`src/rtl/fc_wr_burst_ctrl.sv`:
```
// Write-back engine for the fully-connected layer: captures one result vector
// and drains it to the memory bus as AW/W bursts of at most MAX_BURST beats.
module fc_wr_burst_ctrl #(
  parameter int         BATCH        = 2,
  parameter int         BIAS         = 10,
  parameter int         MAX_BURST    = 16,
  parameter logic [3:0] AWID         = 4'b0110,
  parameter bit         AP_LAST_ONLY = 1'b1
) (
  input  logic                      clk,
  input  logic                      rst,
  input  logic                      FcNwc_result_en,
  input  logic [BATCH*BIAS*32-1:0]  FcNwc_result,
  input  logic [27:0]               NcNwc_initAddr,
  input  logic                      NcNwc_initAddrEn,
  output logic                      NwcNc_busy,
  output logic                      NwcNc_done,
  output logic                      NwcNc_drop,
  input  logic                      BusNwc_awready,
  output logic                      NwcBus_awvalid,
  output logic [27:0]               NwcBus_awaddr,
  output logic [3:0]                NwcBus_awlen,
  output logic [3:0]                NwcBus_awuser_id,
  output logic                      NwcBus_awuser_ap,
  input  logic                      BusNwc_wready,
  output logic                      NwcBus_wvalid,
  output logic [31:0]               NwcBus_wdata,
  output logic [3:0]                NwcBus_wstrb,
  output logic                      NwcBus_wlast
);

  localparam int N  = BATCH * BIAS;
  localparam int CW = $clog2(N + 1);

  typedef enum logic [1:0] {
    IDLE = 2'd0,
    ADDR = 2'd1,
    DATA = 2'd2,
    DONE = 2'd3
  } state_t;

  state_t            state_r;
  logic [N*32-1:0]   data_r;
  logic [27:0]       base_r;
  logic [27:0]       job_base_r;
  logic [CW-1:0]     sent_r;
  logic [CW-1:0]     burst_end_r;
  logic [CW-1:0]     sent_n_s;

  // Beats in the burst that starts at word s: full bursts, remainder last.
  function automatic int beats_of(input int s);
    int rem;
    rem = N - s;
    return (rem > MAX_BURST) ? MAX_BURST : rem;
  endfunction

  function automatic logic ap_of(input int s);
    return AP_LAST_ONLY ? ((s + beats_of(s)) == N) : 1'b1;
  endfunction

  function automatic logic [31:0] word_at(input logic [CW-1:0] idx);
    return data_r[32*int'(idx) +: 32];
  endfunction

  assign sent_n_s = sent_r + CW'(1);

  // Job FSM; every bus and handshake output is registered here.
  always_ff @(posedge clk) begin
    if (rst) begin
      state_r          <= IDLE;
      data_r           <= '0;
      base_r           <= 28'd0;
      job_base_r       <= 28'd0;
      sent_r           <= '0;
      burst_end_r      <= '0;
      NwcNc_busy       <= 1'b0;
      NwcNc_done       <= 1'b0;
      NwcNc_drop       <= 1'b0;
      NwcBus_awvalid   <= 1'b0;
      NwcBus_awaddr    <= 28'd0;
      NwcBus_awlen     <= 4'd0;
      NwcBus_awuser_id <= 4'd0;
      NwcBus_awuser_ap <= 1'b0;
      NwcBus_wvalid    <= 1'b0;
      NwcBus_wdata     <= 32'd0;
      NwcBus_wstrb     <= 4'd0;
      NwcBus_wlast     <= 1'b0;
    end else begin
      NwcNc_done <= 1'b0;
      NwcNc_drop <= FcNwc_result_en && (state_r != IDLE);
      if (NcNwc_initAddrEn) begin
        base_r <= NcNwc_initAddr;
      end
      case (state_r)
        IDLE: begin
          if (FcNwc_result_en) begin
            data_r           <= FcNwc_result;
            job_base_r       <= base_r;
            sent_r           <= '0;
            burst_end_r      <= CW'(beats_of(0));
            NwcNc_busy       <= 1'b1;
            NwcBus_awvalid   <= 1'b1;
            NwcBus_awaddr    <= base_r;
            NwcBus_awlen     <= 4'(beats_of(0) - 1);
            NwcBus_awuser_id <= AWID;
            NwcBus_awuser_ap <= ap_of(0);
            state_r          <= ADDR;
          end
        end
        ADDR: begin
          if (BusNwc_awready) begin
            NwcBus_awvalid <= 1'b0;
            NwcBus_wvalid  <= 1'b1;
            NwcBus_wstrb   <= 4'hF;
            NwcBus_wdata   <= word_at(sent_r);
            NwcBus_wlast   <= (sent_n_s == burst_end_r);
            state_r        <= DATA;
          end
        end
        DATA: begin
          if (BusNwc_wready) begin
            sent_r <= sent_n_s;
            if (NwcBus_wlast) begin
              NwcBus_wvalid <= 1'b0;
              NwcBus_wstrb  <= 4'd0;
              NwcBus_wlast  <= 1'b0;
              if (sent_n_s == CW'(N)) begin
                NwcNc_done <= 1'b1;
                NwcNc_busy <= 1'b0;
                state_r    <= DONE;
              end else begin
                // Address arithmetic wraps modulo 2^28.
                NwcBus_awvalid   <= 1'b1;
                NwcBus_awaddr    <= job_base_r + 28'({sent_n_s, 2'b00});
                NwcBus_awlen     <= 4'(beats_of(int'(sent_n_s)) - 1);
                NwcBus_awuser_ap <= ap_of(int'(sent_n_s));
                burst_end_r      <= CW'(int'(sent_n_s) + beats_of(int'(sent_n_s)));
                state_r          <= ADDR;
              end
            end else begin
              NwcBus_wdata <= word_at(sent_n_s);
              NwcBus_wlast <= ((sent_n_s + CW'(1)) == burst_end_r);
            end
          end
        end
        DONE: begin
          state_r <= IDLE;
        end
        default: begin
          state_r <= IDLE;
        end
      endcase
    end
  end

endmodule

```
`config.mk`:
```
export PLATFORM = sky130hd
export DESIGN_NAME = fc_wr_burst_ctrl
export DESIGN_NICKNAME = d
export VERILOG_FILES = /design/src/rtl/fc_wr_burst_ctrl.sv
export SDC_FILE = /design/constraint.sdc
export NUM_CORES = 2
export LEC_CHECK = 0
export CAP_MARGIN = 10
export CORE_AREA = 3 3 293 295
export CTS_CLUSTER_DIAMETER = 30
export DETAILED_ROUTE_END_ITERATION = 12
export DIE_AREA = 0 0 296 298
export GPL_ROUTABILITY_DRIVEN = 0
export PLACE_DENSITY = 0.69
export SLEW_MARGIN = 40
export SYNTH_ARGS = -nofsm -noshare
export SYNTH_HDL_FRONTEND = slang
export SYNTH_SLANG_ARGS = --single-unit
```
`constraint.sdc`:
```
create_clock -name clk -period 6.5 [get_ports clk]
set_clock_uncertainty 0.15 [all_clocks]
set_input_delay 1.95 -clock clk [delete_from_list [all_inputs] [get_ports clk]]
set_output_delay 1.95 -clock clk [all_outputs]
set_load 0.02 [all_outputs]
```
# Word-level counts from Yosys, hierarchy flattened
# Index checks and enable logic that the tools add are counted.
[totals] elab_cells=117 regBits=784 output_inout_bits=79 input_bits=674
[op_classes] n_addsub=6 n_reduce_logical=16 n_shift=2 magnitude_cmp=1 n_eq_ne=14 bitwise_logic=3 n_mux=57
[op_table] cell="640-bit by 11-bit indexed part select with 32-bit output" n=2
[op_table] cell="32-bit two-way mux" n=4
[op_table] cell="28-bit two-way mux" n=4
[op_table] cell="32-bit case mux with 2 select lines" n=1
[op_table] cell="28-bit case mux with 2 select lines" n=1
[op_table] cell="6-bit by 32-bit adder with 32-bit output" n=1
[op_table] cell="32-bit by 6-bit equality test with 1-bit output (second input constant)" n=1
[op_table] cell="5-bit two-way mux" n=6
[op_table] cell="28-bit by 7-bit adder with 28-bit output" n=1
[op_table] cell="4-bit two-way mux" n=7
[op_table] cell="5-bit case mux with 2 select lines" n=2
[op_table] cell="1-bit two-way mux" n=19
[op_table] cell="4-bit case mux with 2 select lines" n=2
[op_table] cell="2-bit != test (second input constant)" n=7
[op_table] cell="4-bit AND reduction" n=3
[op_table] cell="5-bit by 1-bit adder with 5-bit output (second input constant)" n=2
[op_table] cell="5-bit equality test" n=2
[op_table] cell="2-bit two-way mux" n=5
[op_table] cell="5-bit AND reduction" n=2
[op_table] cell="1-bit case mux with 2 select lines" n=4
[op_table] cell="2-bit case mux with 4 select lines" n=1
[op_table] cell="6-bit > comparator (second input constant)" n=1
[op_table] cell="3-bit AND reduction" n=2
[op_table] cell="6-bit AND reduction" n=1
[op_table] cell="13 further kinds" n=18

# Logic depth before layout (Yosys ltp)
[depth] depth_word=10 ltp_mapped=24 depth_no_buf=22

# Worst setup path before layout
# OpenSTA, ideal clock, no wires.
[synth_path] path_kind="register to register" startpoint="register sent_r[0]" endpoint="register NwcBus_awuser_ap" path_stages_with_launch=24 t_arrival_ns=4.512 path_buffers=3 setup_ns=0.124 path_slack_ns=1.714 required_ns=6.226 synth_period_minus_slack_ns=4.786 cell_sequence="dfxtp_1 > clkbuf_1 > inv_1 > ha_1 > buf_2 > inv_1 > o31ai_1 > a22oi_1 > buf_2 > nor2_1 > nor2_1 > ha_1 > a21o_1 > o31a_1 > a21o_1 > a21oi_1 > nand2b_1 > ha_1 > nor4b_1 > and4b_1 > o311a_1 > and3_1 > o2111ai_1 > o21ai_0"
[synth_between] elab_chain_cells=10 elab_cells_between_ends=13 classes_between="3 x add/sub; 1 x order compare; 3 x eq/ne; 5 x mux; 1 x reduce/logical"
[synth_rtl] item="from (decl)" line="46" source="logic [CW-1:0] sent_r;"
[synth_rtl] item="from (signal assigned)" line="122" source="sent_r <= sent_n_s;"
[synth_rtl] item="5-bit by 1-bit adder with 5-bit output *" line="65" source="assign sent_n_s = sent_r + CW'(1);"
[synth_rtl] item="5-bit by 5-bit subtractor with 6-bit output" line="53" source="rem = N - s;"
[synth_rtl] item="6-bit > comparator" line="54" source="return (rem > MAX_BURST) ? MAX_BURST : rem;"
[synth_rtl] item="32-bit two-way mux"
[synth_rtl] item="6-bit by 32-bit adder with 32-bit output"
[synth_rtl] item="32-bit by 6-bit equality test with 1-bit output" line="58" source="return AP_LAST_ONLY ? ((s + beats_of(s)) == N) : 1'b1;"
[synth_rtl] item="1-bit two-way mux" line="127" source="if (sent_n_s == CW'(N)) begin"
[synth_rtl] item="1-bit two-way mux" line="123" source="if (NwcBus_wlast) begin"
[synth_rtl] item="1-bit two-way mux" line="121" source="if (BusNwc_wready) begin"
[synth_rtl] item="1-bit case mux with 2 select lines" line="94" source="case (state_r)"
[synth_rtl] item="to (signal assigned)" line="106" source="NwcBus_awuser_ap <= ap_of(0);"
[synth_rtl] item="to (signal assigned)" line="136" source="NwcBus_awuser_ap <= ap_of(int'(sent_n_s));"
[synth_rtl] item="to (decl)" line="24" source="output logic NwcBus_awuser_ap,"
# Mark *: on every way between the ends. The rest lies on a longest branch, timed or not. The select of a mux whose other input is x is not followed.
# A chain may end at the register's enable or synchronous reset.

# Worst setup path after layout
# Ends and elaborated chain as after synthesis.

==> results.json <==
{
  "grt_max_degree": 188,
  "die_w_um": 296,
  "ant_nets": 0,
  "core_um2": 83400,
  "start_kind": "flop",
  "vias": 31802,
  "multi_input_area_um2": 16500,
  "max-slew-margin-rel": 0.356,
  "cts_tree": "yes",
  "fillers": 7367,
  "clock_sinks": 780,
  "dp_hpwl_um": 97100,
  "syn_avg_cell_area_um2": 8.45,
  "ff2ff_path_depth": 21,
  "hold_viol_final": 0,
  "synthToLayoutAreaGrowth_pct": 44.0,
  "htreeDepth": 4,
  "syn_area_um2": 33500,
  "hold_path.class": "reg -> reg",
  "dr.first_iter.drc_count": 3098,
  "tns_ns": 0,
  "synth_cell_types": 71,
  "clock_latency_ns": 0.74,
  "drt_wl_total_um": 134000,
  "synth.area.top_cells": "dfxtp_1, nand2_1, a21oi_1, mux4_2, mux2i_1",
  "min_period_ns": 5.57,
  "port_buffers": 750,
  "ioPinCount": 753,
  "grt_pass1_vias": 30739,
  "timing.rr.end": "NwcBus_awuser_ap",
  "root_buffer": "clkbuf_16",
  "routed_via_density": 5.40,
  "path_class": "reg -> reg",
  "grt_first_pass_wirelength_um": 194000,
  "synth_edf_count": 0,
  "synth_top_area_cell": "dfxtp_1",
  "seq_area_frac_synth": 0.466,
  "async_flop_share": 0,
  "ys_ff_latch": 780,
  "cts_hold_buf": 0,
  "end_kind": "flop",
  "worstHoldStart": "data_r[540]",
  "setup_violations": 0,
  "post_cts_buffers": 0,
  "antenna_found_initial": 67,
  "outcome": "finished, final reports clean",
  "layout_commonest_cell": "nand2_1",
  "wl_per_cell_um": 22.7,
  "register_area_um2": 15600,
  "rsz0062_at_grt": "no",
  "dr.pass1.iters": 5,
  "ys.flop_type": "dfxtp_1",
  "netlist.area_leader.share": 0.466,
  "cts_buffers": 170,
  "grt_usage": 0.293,
  "slew_viol_final": 0,
  "cts_resized": 0,
  "finalCritPeriodShare": 0.857,
  "drc_errors": 0,
  "std_cell_rows": 106,
  "finalNetCount": 5315,
  "yosys_warnings": 0,
  "hold-path-endpoint": "data_r[540]",
  "clk_pin_slew_ns": 0.04,
  "mostFrequentLayoutCells": "nand2_1, dfxtp_1, clkdlybuf4s50_1",
  "cts.path.max_buffers": 3,
  "drive_gt1_frac": 0.114,
  "fmax_ghz": 0.180,
  "netlist_instances": 3966,
  "powerDensity_nw_per_um2": 344,
  "die_area_um2": 88200,
  "fp.dieH_um": 298,
  "cp.arrival_ns": 6.05,
  "start_util": 0.402,
  "reg2reg_from": "sent_r[0]",
  "fin_hold_ws_ns": 0.300,
  "peakVddDrop_v": 0.000217,
  "maxCapViolations": 0,
  "gr-total-overflow": 0,
  "critPathMaxFanout": 15,
  "tightest_slew_ns": 0.966,
  "whs_path_depth": 2,
  "reg2reg_slack_ns": 0.93,
  "p_leak_uw": 0.0181,
  "cp_data_required_time_ns": 6.99
}
flip-flops by register name, summed over array words and instances (netlist names), 2 cells and up:
| signal | cells |
|---|---|
| data_r | 640 |
| NwcBus_wdata | 32 |
| NwcBus_awaddr | 28 |
| base_r | 28 |
| job_base_r | 28 |
| burst_end_r | 5 |
| sent_r | 5 |
| NwcBus_awlen | 4 |
| state_r | 2 |
synthesized netlist by cell type, types with 14 or more instances:
cell	number
nand2b_1	17
buf_2	14
mux4_2	157
nor2_1	101
xnor2_1	19
nand2_1	1416
clkbuf_1	275
nand3_1	18
and3_1	22
o21ai_1	27
dfxtp_1	780
a21oi_1	735
buf_4	16
nor3_1	24
mux2i_1	111
ha_1	19
a211oi_1	28
xor2_1	20
o21ai_0	24
cell type report:
type,instances,share of cell area
antenna,44,0.00228
clock buffer,218,0.0984
clock inverter,98,0.0320
inverter,13,0.00101
multi-input combinational,2843,0.342
sequential,780,0.324
tap,1080,0.0280
timing repair buffer,813,0.172
kinds of logic (layout without fill, tap and decap cells):
group                      count (synthesis)  in the layout  synth area share
and+or+nand+nor                         1624           1624             0.190
AOI/OAI and AO/OA                        883            883             0.141
DFF                                      780            780             0.466
buffers and inverters                    344           1142            0.0437
muxes                                    269            269             0.139
xor gates and xnor gates                  43             43            0.0121
adders and majority gates                 22             22           0.00829
other                                      1             46          0.000112
power breakdown:
group          internal [µW]  switching, µW
Sequential              5150            209
Combinational            890           1070
Clock                   6310           2960
Total                  12400           4230
critical path, stage by stage (launching register included):
cell	delay, ns
dfxtp_1	0.66
ha_1	0.47
nand3_1	0.21
or2_2	0.35
nand2_1	0.22
ha_1	0.34
a31o_2	0.28
nor2_1	0.23
nor2_1	0.12
ha_1	0.34
a21o_1	0.12
o31a_1	0.21
a21o_1	0.13
a21oi_1	0.09
nand2b_1	0.18
ha_1	0.27
nor4b_1	0.21
and4b_1	0.22
o311a_1	0.19
nor3b_1	0.21
o2111ai_1	0.12
o21ai_0	0.19
worst max path at each step:
stage | from | endpoint | slack [ns] | cells past startpoint
after global routing | sent_r[0] | NwcBus_awuser_ap | 0.38 | 21
final | sent_r[0] | NwcBus_awuser_ap | 0.93 | 21
after global placement | sent_r[0] | NwcBus_awuser_ap | 1.15 | 21
after floorplan | sent_r[0] | NwcBus_awuser_ap | 1.71 | 23
after CTS | sent_r[0] | NwcBus_awuser_ap | 1.04 | 21
after detailed placement | sent_r[0] | NwcBus_awuser_ap | 1.04 | 21
routing by layer:
metal	track usage	vias up	part of all wire
li1	-	14857	-
met3	0.0725	272	0.089
met2	0.463	1393	0.47
met4	0.133	26	0.038
met5	0	-	0.0012
met1	0.378	15254	0.40
per-stage QoR:
| stage | cells | instance area [µm²] | total power (µW) | setup WS, ns | util |
|---|---|---|---|---|---|
| global route | 5882 | 48200 | 17100 | 0.376 | 0.578 |
| global placement | 5521 | 41700 | 7340 | 1.15 | 0.499 |
| detailed placement | 5527 | 41800 | 7380 | 1.04 | 0.501 |
| CTS | 5843 | 48100 | 16700 | 1.04 | 0.576 |
| floorplan | 3967 | 33500 | 6400 | 1.71 | - |
| finish | 5889 | 48200 | 16600 | 0.932 | 0.578 |
Power figures use the tool's default switching activity.
